$ cat src/rtl/mem_stage_lsu.sv
// -----------------------------------------------------------------------------
// mem_stage_lsu
//
// Memory-access pipeline stage between EX and WB. Takes one instruction per
// handshake, waits for the data-SRAM response strobe, performs sub-word load
// extraction with sign/zero extension, and buffers the response while WB
// stalls. A flush cancels the held instruction; if its response is still
// outstanding the stage drains (swallows) that response before reopening.
//
// Optional feature macro: MS_LWLR_EN
//   defined   : op 101 (LWL) / 110 (LWR) merge the loaded bytes with es_rt_value
//   undefined : op 101 / 110 behave as LW and es_rt_value is not used
//
// Parameters
//   DATA_W : data-SRAM read width, 32 or 64 (64: word lane chosen by addr[2])
//   PC_W   : PC width
//   DEST_W : destination register index width
//
// Ports
//   clk, resetn              : clock (rising edge), async active-low reset
//   es_to_ms_valid/ms_allowin: EX -> MS handshake
//   es_* payload             : load flag, request-issued flag, write enable,
//                              destination, ALU result/address, load type,
//                              old rt value, PC
//   data_sram_data_ok/rdata  : one-cycle response strobe and data
//   ms_flush                 : cancel the instruction held in MS
//   ws_allowin/ms_to_ws_valid: MS -> WB handshake
//   ms_gr_we, ms_dest, ms_final_result, ms_pc : payload to WB
//   ms_fwd_valid/dest/result/busy             : forwarding to decode
// -----------------------------------------------------------------------------
module mem_stage_lsu #(
    parameter int DATA_W = 32,
    parameter int PC_W   = 32,
    parameter int DEST_W = 5
) (
    input  logic              clk,
    input  logic              resetn,
    input  logic              es_to_ms_valid,
    output logic              ms_allowin,
    input  logic              es_res_from_mem,
    input  logic              es_req_issued,
    input  logic              es_gr_we,
    input  logic [DEST_W-1:0] es_dest,
    input  logic [31:0]       es_alu_result,
    input  logic [2:0]        es_load_op,
    input  logic [31:0]       es_rt_value,
    input  logic [PC_W-1:0]   es_pc,
    input  logic              data_sram_data_ok,
    input  logic [DATA_W-1:0] data_sram_rdata,
    input  logic              ms_flush,
    input  logic              ws_allowin,
    output logic              ms_to_ws_valid,
    output logic              ms_gr_we,
    output logic [DEST_W-1:0] ms_dest,
    output logic [31:0]       ms_final_result,
    output logic [PC_W-1:0]   ms_pc,
    output logic              ms_fwd_valid,
    output logic [DEST_W-1:0] ms_fwd_dest,
    output logic [31:0]       ms_fwd_result,
    output logic              ms_fwd_busy
);

    localparam logic [1:0] S_EMPTY = 2'd0;
    localparam logic [1:0] S_WAIT  = 2'd1;
    localparam logic [1:0] S_DONE  = 2'd2;
    localparam logic [1:0] S_DRAIN = 2'd3;

    localparam logic [2:0] OP_LB  = 3'd1;
    localparam logic [2:0] OP_LBU = 3'd2;
    localparam logic [2:0] OP_LH  = 3'd3;
    localparam logic [2:0] OP_LHU = 3'd4;
    localparam logic [2:0] OP_LWL = 3'd5;
    localparam logic [2:0] OP_LWR = 3'd6;

    // Sub-word extraction from the selected 32-bit word lane. LWL places the
    // low b+1 bytes of the word in the result's high bytes; LWR places the
    // high b+1 bytes of the word in the result's low bytes; rt fills the rest.
    function automatic logic [31:0] extract_load(
        input logic [2:0]  op,
        input logic [1:0]  b,
        input logic [31:0] w,
        input logic [31:0] rt
    );
        logic [7:0]  byte_v;
        logic [15:0] half_v;
        logic [31:0] res_v;
        case (b)
            2'd0:    byte_v = w[7:0];
            2'd1:    byte_v = w[15:8];
            2'd2:    byte_v = w[23:16];
            default: byte_v = w[31:24];
        endcase
        // addr[0] deliberately ignored for halfwords
        half_v = b[1] ? w[31:16] : w[15:0];
        case (op)
            OP_LB:   res_v = {{24{byte_v[7]}}, byte_v};
            OP_LBU:  res_v = {24'd0, byte_v};
            OP_LH:   res_v = {{16{half_v[15]}}, half_v};
            OP_LHU:  res_v = {16'd0, half_v};
`ifdef MS_LWLR_EN
            OP_LWL: begin
                case (b)
                    2'd0:    res_v = {w[7:0],  rt[23:0]};
                    2'd1:    res_v = {w[15:0], rt[15:0]};
                    2'd2:    res_v = {w[23:0], rt[7:0]};
                    default: res_v = w;
                endcase
            end
            OP_LWR: begin
                case (b)
                    2'd0:    res_v = {rt[31:8],  w[31:24]};
                    2'd1:    res_v = {rt[31:16], w[31:16]};
                    2'd2:    res_v = {rt[31:24], w[31:8]};
                    default: res_v = w;
                endcase
            end
`endif
            default: res_v = w;
        endcase
        return res_v;
    endfunction

    logic [1:0]        state_q, state_d;
    logic              gr_we_q, gr_we_d;
    logic [DEST_W-1:0] dest_q, dest_d;
    logic [31:0]       alu_q, alu_d;
    logic [2:0]        op_q, op_d;
    logic [31:0]       rt_q, rt_d;
    logic [PC_W-1:0]   pc_q, pc_d;
    logic              load_q, load_d;       // load with a request in flight
    logic              res_mem_q, res_mem_d; // any load (no request -> result 0)
    logic [31:0]       buf_q, buf_d;         // response captured while WB stalls

    logic        ready_go_s;
    logic        accept_s;
    logic [1:0]  accept_state_s;
    logic [31:0] live_word_s;
    logic [31:0] word_s;
    logic        valid_state_s;

    generate
        if (DATA_W == 64) begin : g_lane64
            assign live_word_s = alu_q[2] ? data_sram_rdata[DATA_W-1:32] : data_sram_rdata[31:0];
        end else begin : g_lane32
            assign live_word_s = data_sram_rdata[31:0];
        end
    endgenerate

    assign ready_go_s     = (state_q == S_DONE) || ((state_q == S_WAIT) && data_sram_data_ok);
    assign ms_allowin     = (state_q == S_EMPTY) || (ready_go_s && ws_allowin);
    assign accept_s       = es_to_ms_valid && ms_allowin;
    assign accept_state_s = (es_res_from_mem && es_req_issued) ? S_WAIT : S_DONE;
    assign ms_to_ws_valid = ready_go_s && !ms_flush;
    assign valid_state_s  = (state_q == S_WAIT) || (state_q == S_DONE);

    // WAIT uses the live response; DONE uses the captured one
    assign word_s          = (state_q == S_WAIT) ? live_word_s : buf_q;
    assign ms_final_result = load_q    ? extract_load(op_q, alu_q[1:0], word_s, rt_q) :
                             res_mem_q ? 32'd0 : alu_q;

    assign ms_gr_we      = gr_we_q;
    assign ms_dest       = dest_q;
    assign ms_pc         = pc_q;
    assign ms_fwd_valid  = valid_state_s && gr_we_q;
    assign ms_fwd_dest   = ms_fwd_valid ? dest_q : {DEST_W{1'b0}};
    assign ms_fwd_result = ms_final_result;
    assign ms_fwd_busy   = (state_q == S_WAIT) && !data_sram_data_ok;

    // Next-state and response-buffer logic; an accept always wins because it
    // can only happen when the current entry leaves this cycle.
    always_comb begin
        state_d = state_q;
        buf_d   = buf_q;
        case (state_q)
            S_EMPTY: begin
                if (accept_s) state_d = accept_state_s;
                else          state_d = S_EMPTY;
            end
            S_WAIT: begin
                if (data_sram_data_ok) begin
                    if (accept_s) begin
                        state_d = accept_state_s;
                    end else if (ms_flush || ws_allowin) begin
                        state_d = S_EMPTY;
                    end else begin
                        state_d = S_DONE;
                        buf_d   = live_word_s;
                    end
                end else if (ms_flush) begin
                    state_d = S_DRAIN;
                end else begin
                    state_d = S_WAIT;
                end
            end
            S_DONE: begin
                if (accept_s)                     state_d = accept_state_s;
                else if (ms_flush || ws_allowin)  state_d = S_EMPTY;
                else                              state_d = S_DONE;
            end
            S_DRAIN: begin
                if (data_sram_data_ok) state_d = S_EMPTY;
                else                   state_d = S_DRAIN;
            end
            default: state_d = S_EMPTY;
        endcase
    end

    // Payload capture on accept, hold otherwise
    always_comb begin
        if (accept_s) begin
            gr_we_d   = es_gr_we;
            dest_d    = es_dest;
            alu_d     = es_alu_result;
            op_d      = es_load_op;
            rt_d      = es_rt_value;
            pc_d      = es_pc;
            load_d    = es_res_from_mem && es_req_issued;
            res_mem_d = es_res_from_mem;
        end else begin
            gr_we_d   = gr_we_q;
            dest_d    = dest_q;
            alu_d     = alu_q;
            op_d      = op_q;
            rt_d      = rt_q;
            pc_d      = pc_q;
            load_d    = load_q;
            res_mem_d = res_mem_q;
        end
    end

    // State, payload and buffer registers
    always_ff @(posedge clk or negedge resetn) begin
        if (!resetn) begin
            state_q   <= S_EMPTY;
            gr_we_q   <= 1'b0;
            dest_q    <= {DEST_W{1'b0}};
            alu_q     <= 32'd0;
            op_q      <= 3'd0;
            rt_q      <= 32'd0;
            pc_q      <= {PC_W{1'b0}};
            load_q    <= 1'b0;
            res_mem_q <= 1'b0;
            buf_q     <= 32'd0;
        end else begin
            state_q   <= state_d;
            gr_we_q   <= gr_we_d;
            dest_q    <= dest_d;
            alu_q     <= alu_d;
            op_q      <= op_d;
            rt_q      <= rt_d;
            pc_q      <= pc_d;
            load_q    <= load_d;
            res_mem_q <= res_mem_d;
            buf_q     <= buf_d;
        end
    end

endmodule

$ cat config.mk
export PLATFORM = sky130hd
export DESIGN_NAME = mem_stage_lsu
export DESIGN_NICKNAME = d
export VERILOG_FILES = /design/src/rtl/mem_stage_lsu.sv
export SDC_FILE = /design/constraint.sdc
export NUM_CORES = 1
export LEC_CHECK = 0
export BUFFER_PORTS_ARGS = -buffer_cell sky130_fd_sc_hd__buf_2
export CAP_MARGIN = 10
export CORE_ASPECT_RATIO = 1.5
export CORE_MARGIN = 1.5
export CORE_UTILIZATION = 44
export CTS_CLUSTER_DIAMETER = 30
export DETAILED_ROUTE_END_ITERATION = 7
export PLACE_DENSITY = 0.75
export SKIP_CTS_REPAIR_TIMING = 1
export SYNTH_ARGS = -nofsm -noshare
export SYNTH_HDL_FRONTEND = slang
export SYNTH_SLANG_ARGS = --single-unit
export TNS_END_PERCENT = 30
$ cat constraint.sdc
create_clock -name clk -period 2.6 [get_ports clk]
set_input_delay 0.26 -clock clk [delete_from_list [all_inputs] [get_ports clk]]
set_output_delay 0.26 -clock clk [all_outputs]
set_load 0.02 [all_outputs]
==> flow_summary.toml <==
[setup_path]
critPathRequiredTime_ps = 2340
cp-end-kind = "output port"
critPathMaxStageDelay_ps = 540
path_class = "reg2out"
cpLargestDelayFamily = "compound AO/OA/AOI/OAI gates"
startpoint_type = "register"
crit_slowest_cell = "mux4_2"
cp_cell_sequence = "inv_2 > ha_4 > mux2i_2 > mux4_2 > o41a_4 > o21ai_1 > a22o_2 > buf_2"
critical_path.max_fanout = 16
arrival_ps = 2670
critPathBufInv = 2

[global_route]
grt_max_degree = 48
antenna_found_initial = 0
grt_pass1_vias = 5038
grt_pass1_wl_mm = 26.2
grt-ovfl-total = 0
grt.total_usage_pct = 23.5

[placement]
gp_congestion = 0.873
port_buffers = 223
place_ws_ps = -93.4
place_inst = 851
hpwl_mm = 13.3

[route]
wl_per_cell_microns = 19.4
drtAntennaViolNets = 0
wirelength_mm = 16.9
via_per_inst = 5.48
first_iter_violations = 236
firstDrtPassIters = 4
drc_errors = 0
vias = 4775

[die]
floorplan.io_pins = 256
row_count = 52
die_w_microns = 98.4
core-area_sq_mm = 0.0134
initial_core_util_pct = 44.8
die_h_microns = 146
die_area_sq_mm = 0.0144

[status]
status = "complete, but fails checks"
violations = "setup timing"

[yosys]
yosysWarningCount = 0
synth_edf_count = 0
syn-instance-count = 492
synth_seq_cells = 109
syn-cell-area_sq_mm = 0.00601
ys_types = 42
yosysSeqAreaShare_pct = 45.4
synth.avg_cell_area_sq_um = 12.2
synth.most_common_cell = "mux2_2"
async_flop_share_pct = 100
synth-main-ff-cell = "dfrtp_1"
yosysTopAreaCellShare_pct = 45.4
synth.largest_area_cell = "dfrtp_1"
synth_commonest_cells = "115 x mux2_2, 109 x dfrtp_1, 32 x buf_4"
ys_top_cells_by_area = "dfrtp_1 45%, mux2_2 22%, mux2i_1 4.3%"
synth_nets = 643

[sta]
period_share_pct = 113
worst_pin_slew_ps = 675
maxSlewHeadroom_pct = 54.5
finalCriticalPeriod_ps = 2930
fmax_mhz = 341
hold_viol = 0
setup_slack_ps = -333
rsz0062_at_grt = "true"
finalMaxSlewViolations = 0
skew_ps = 6.83
setup-violations-final = 64
setup-tns-final_ps = -17410

[cells_and_area]
n_antenna_cell = 0
utilization_pct = 58.0
fin_nets = 855
fin_cells = 871
drive_gt1_share_pct = 60.6
area_delta_synth_final_pct = 29.4
fillers = 1141

[clocking]
tritoncts = "built"
clock_latency_ps = 350
cts-root-buf = "clkbuf_16"
cts_num_sinks = 109
htreeDepth = 3
clkSlewWorstSetupHoldPaths_ps = 80
cts_buffers = 9
cts_buffer_depth = 2

[pwr]
power_density_mw_per_mm2 = 1080
p_leak_nw = 3.80
vdd_drop_max_mv = 0.533

[job]
max-cap-violations = 0

[min_path]
hold_path_class = "in2reg"
==> cells in the final DEF, fill, tap and decap left out, types with 11 or more instances in the layout <==
master / netlist / routed
a22o_1: 23 / 14
a22oi_1: 13 / 11
buf_2: 9 / 204
buf_4: 32 / 54
dfrtp_1: 109 / 108
mux2_2: 115 / 115
mux2i_1: 26 / 24
nor2_1: 19 / 19
o21ai_1: 0 / 14
==> layer usage <==
layer | vias to the layer above | wire length [microns] | global-route usage, % | share of wire, %
met5 | - | 0 | 0 | 0
met4 | 0 | 634 | 10.7 | 3.7
met3 | 34 | 763 | 3.97 | 4.5
met2 | 163 | 9330 | 43.7 | 55
met1 | 2353 | 6210 | 25.5 | 37
li1 | 2225 | - | - | -
==> state kept, by name, indices dropped and copies added, names as in the netlist <==
| register | flops |
|---|---|
| alu_q | 32 |
| res_mem_q | 1 |
| state_q | 2 |
| ms_gr_we | 1 |
| load_q | 1 |
| ms_pc | 32 |
| ms_dest | 5 |
| op_q | 3 |
| buf_q | 32 |
==> where the power goes <==
group          internal, mW  switching, mW
logic                  1.92           2.43
clock network         0.683          0.694
registers              2.26          0.406
total                  4.86           3.53
==> layout make-up <==
class                   count  area (sq um)  area share, %
flip-flops and latches    109          2730           35.1
clock buffers               9           225           2.90
multi-input cells         311          2940           37.9
inverters                   6          22.5          0.290
repair buffers            267          1570           20.2
clock inverters             7          76.3          0.982
well taps                 162           203           2.61
==> through the flow <==
step | hold WS (ps) | power, mW | instance area, sq um
after global routing | 123 | 8.86 | 7770
after detailed placement | 278 | 6.88 | 7320
final | 137 | 8.39 | 7770
after CTS | -101 | 8.28 | 7620
after floorplan | -35.6 | 5.64 | 6050
after global placement | 274 | 6.75 | 7320
==> cell families (layout without fill, tap and decap cells) <==
kind of cell / after synthesis / after routing / synth area share (%)
adder cells (fa/ha/maj): 6 / 6 / 1.25
multiplexers: 149 / 149 / 28.3
XOR/XNOR: 2 / 2 / 0.292
AO/OA/AOI/OAI: 95 / 95 / 12.2
buffers and inverters: 72 / 289 / 6.93
flip-flops: 109 / 109 / 45.4
AND/OR/NAND/NOR: 59 / 59 / 5.64
==> worst paths after layout <==
kind | endpoint | start | slack [ps] | depth (start not counted)
max in group asynchronous | buf_q[25]$_DFFE_PN0P_ | resetn | 1420 | 3
hold reg to reg | buf_q[8]$_DFFE_PN0P_ | buf_q[8]$_DFFE_PN0P_ | 490 | 1
setup / recovery | ms_final_result[26] | state_q[1]$_DFF_PN0_ | -330 | 8
min in group asynchronous | ms_pc[21]$_DFFE_PN0P_ | resetn | 440 | 2
setup reg to reg | alu_q[18]$_DFFE_PN0P_ | state_q[1]$_DFF_PN0_ | 210 | 9
hold / removal | ms_gr_we$_DFFE_PN0P_ | es_gr_we | 140 | 2
Power figures use the tool's default switching activity.
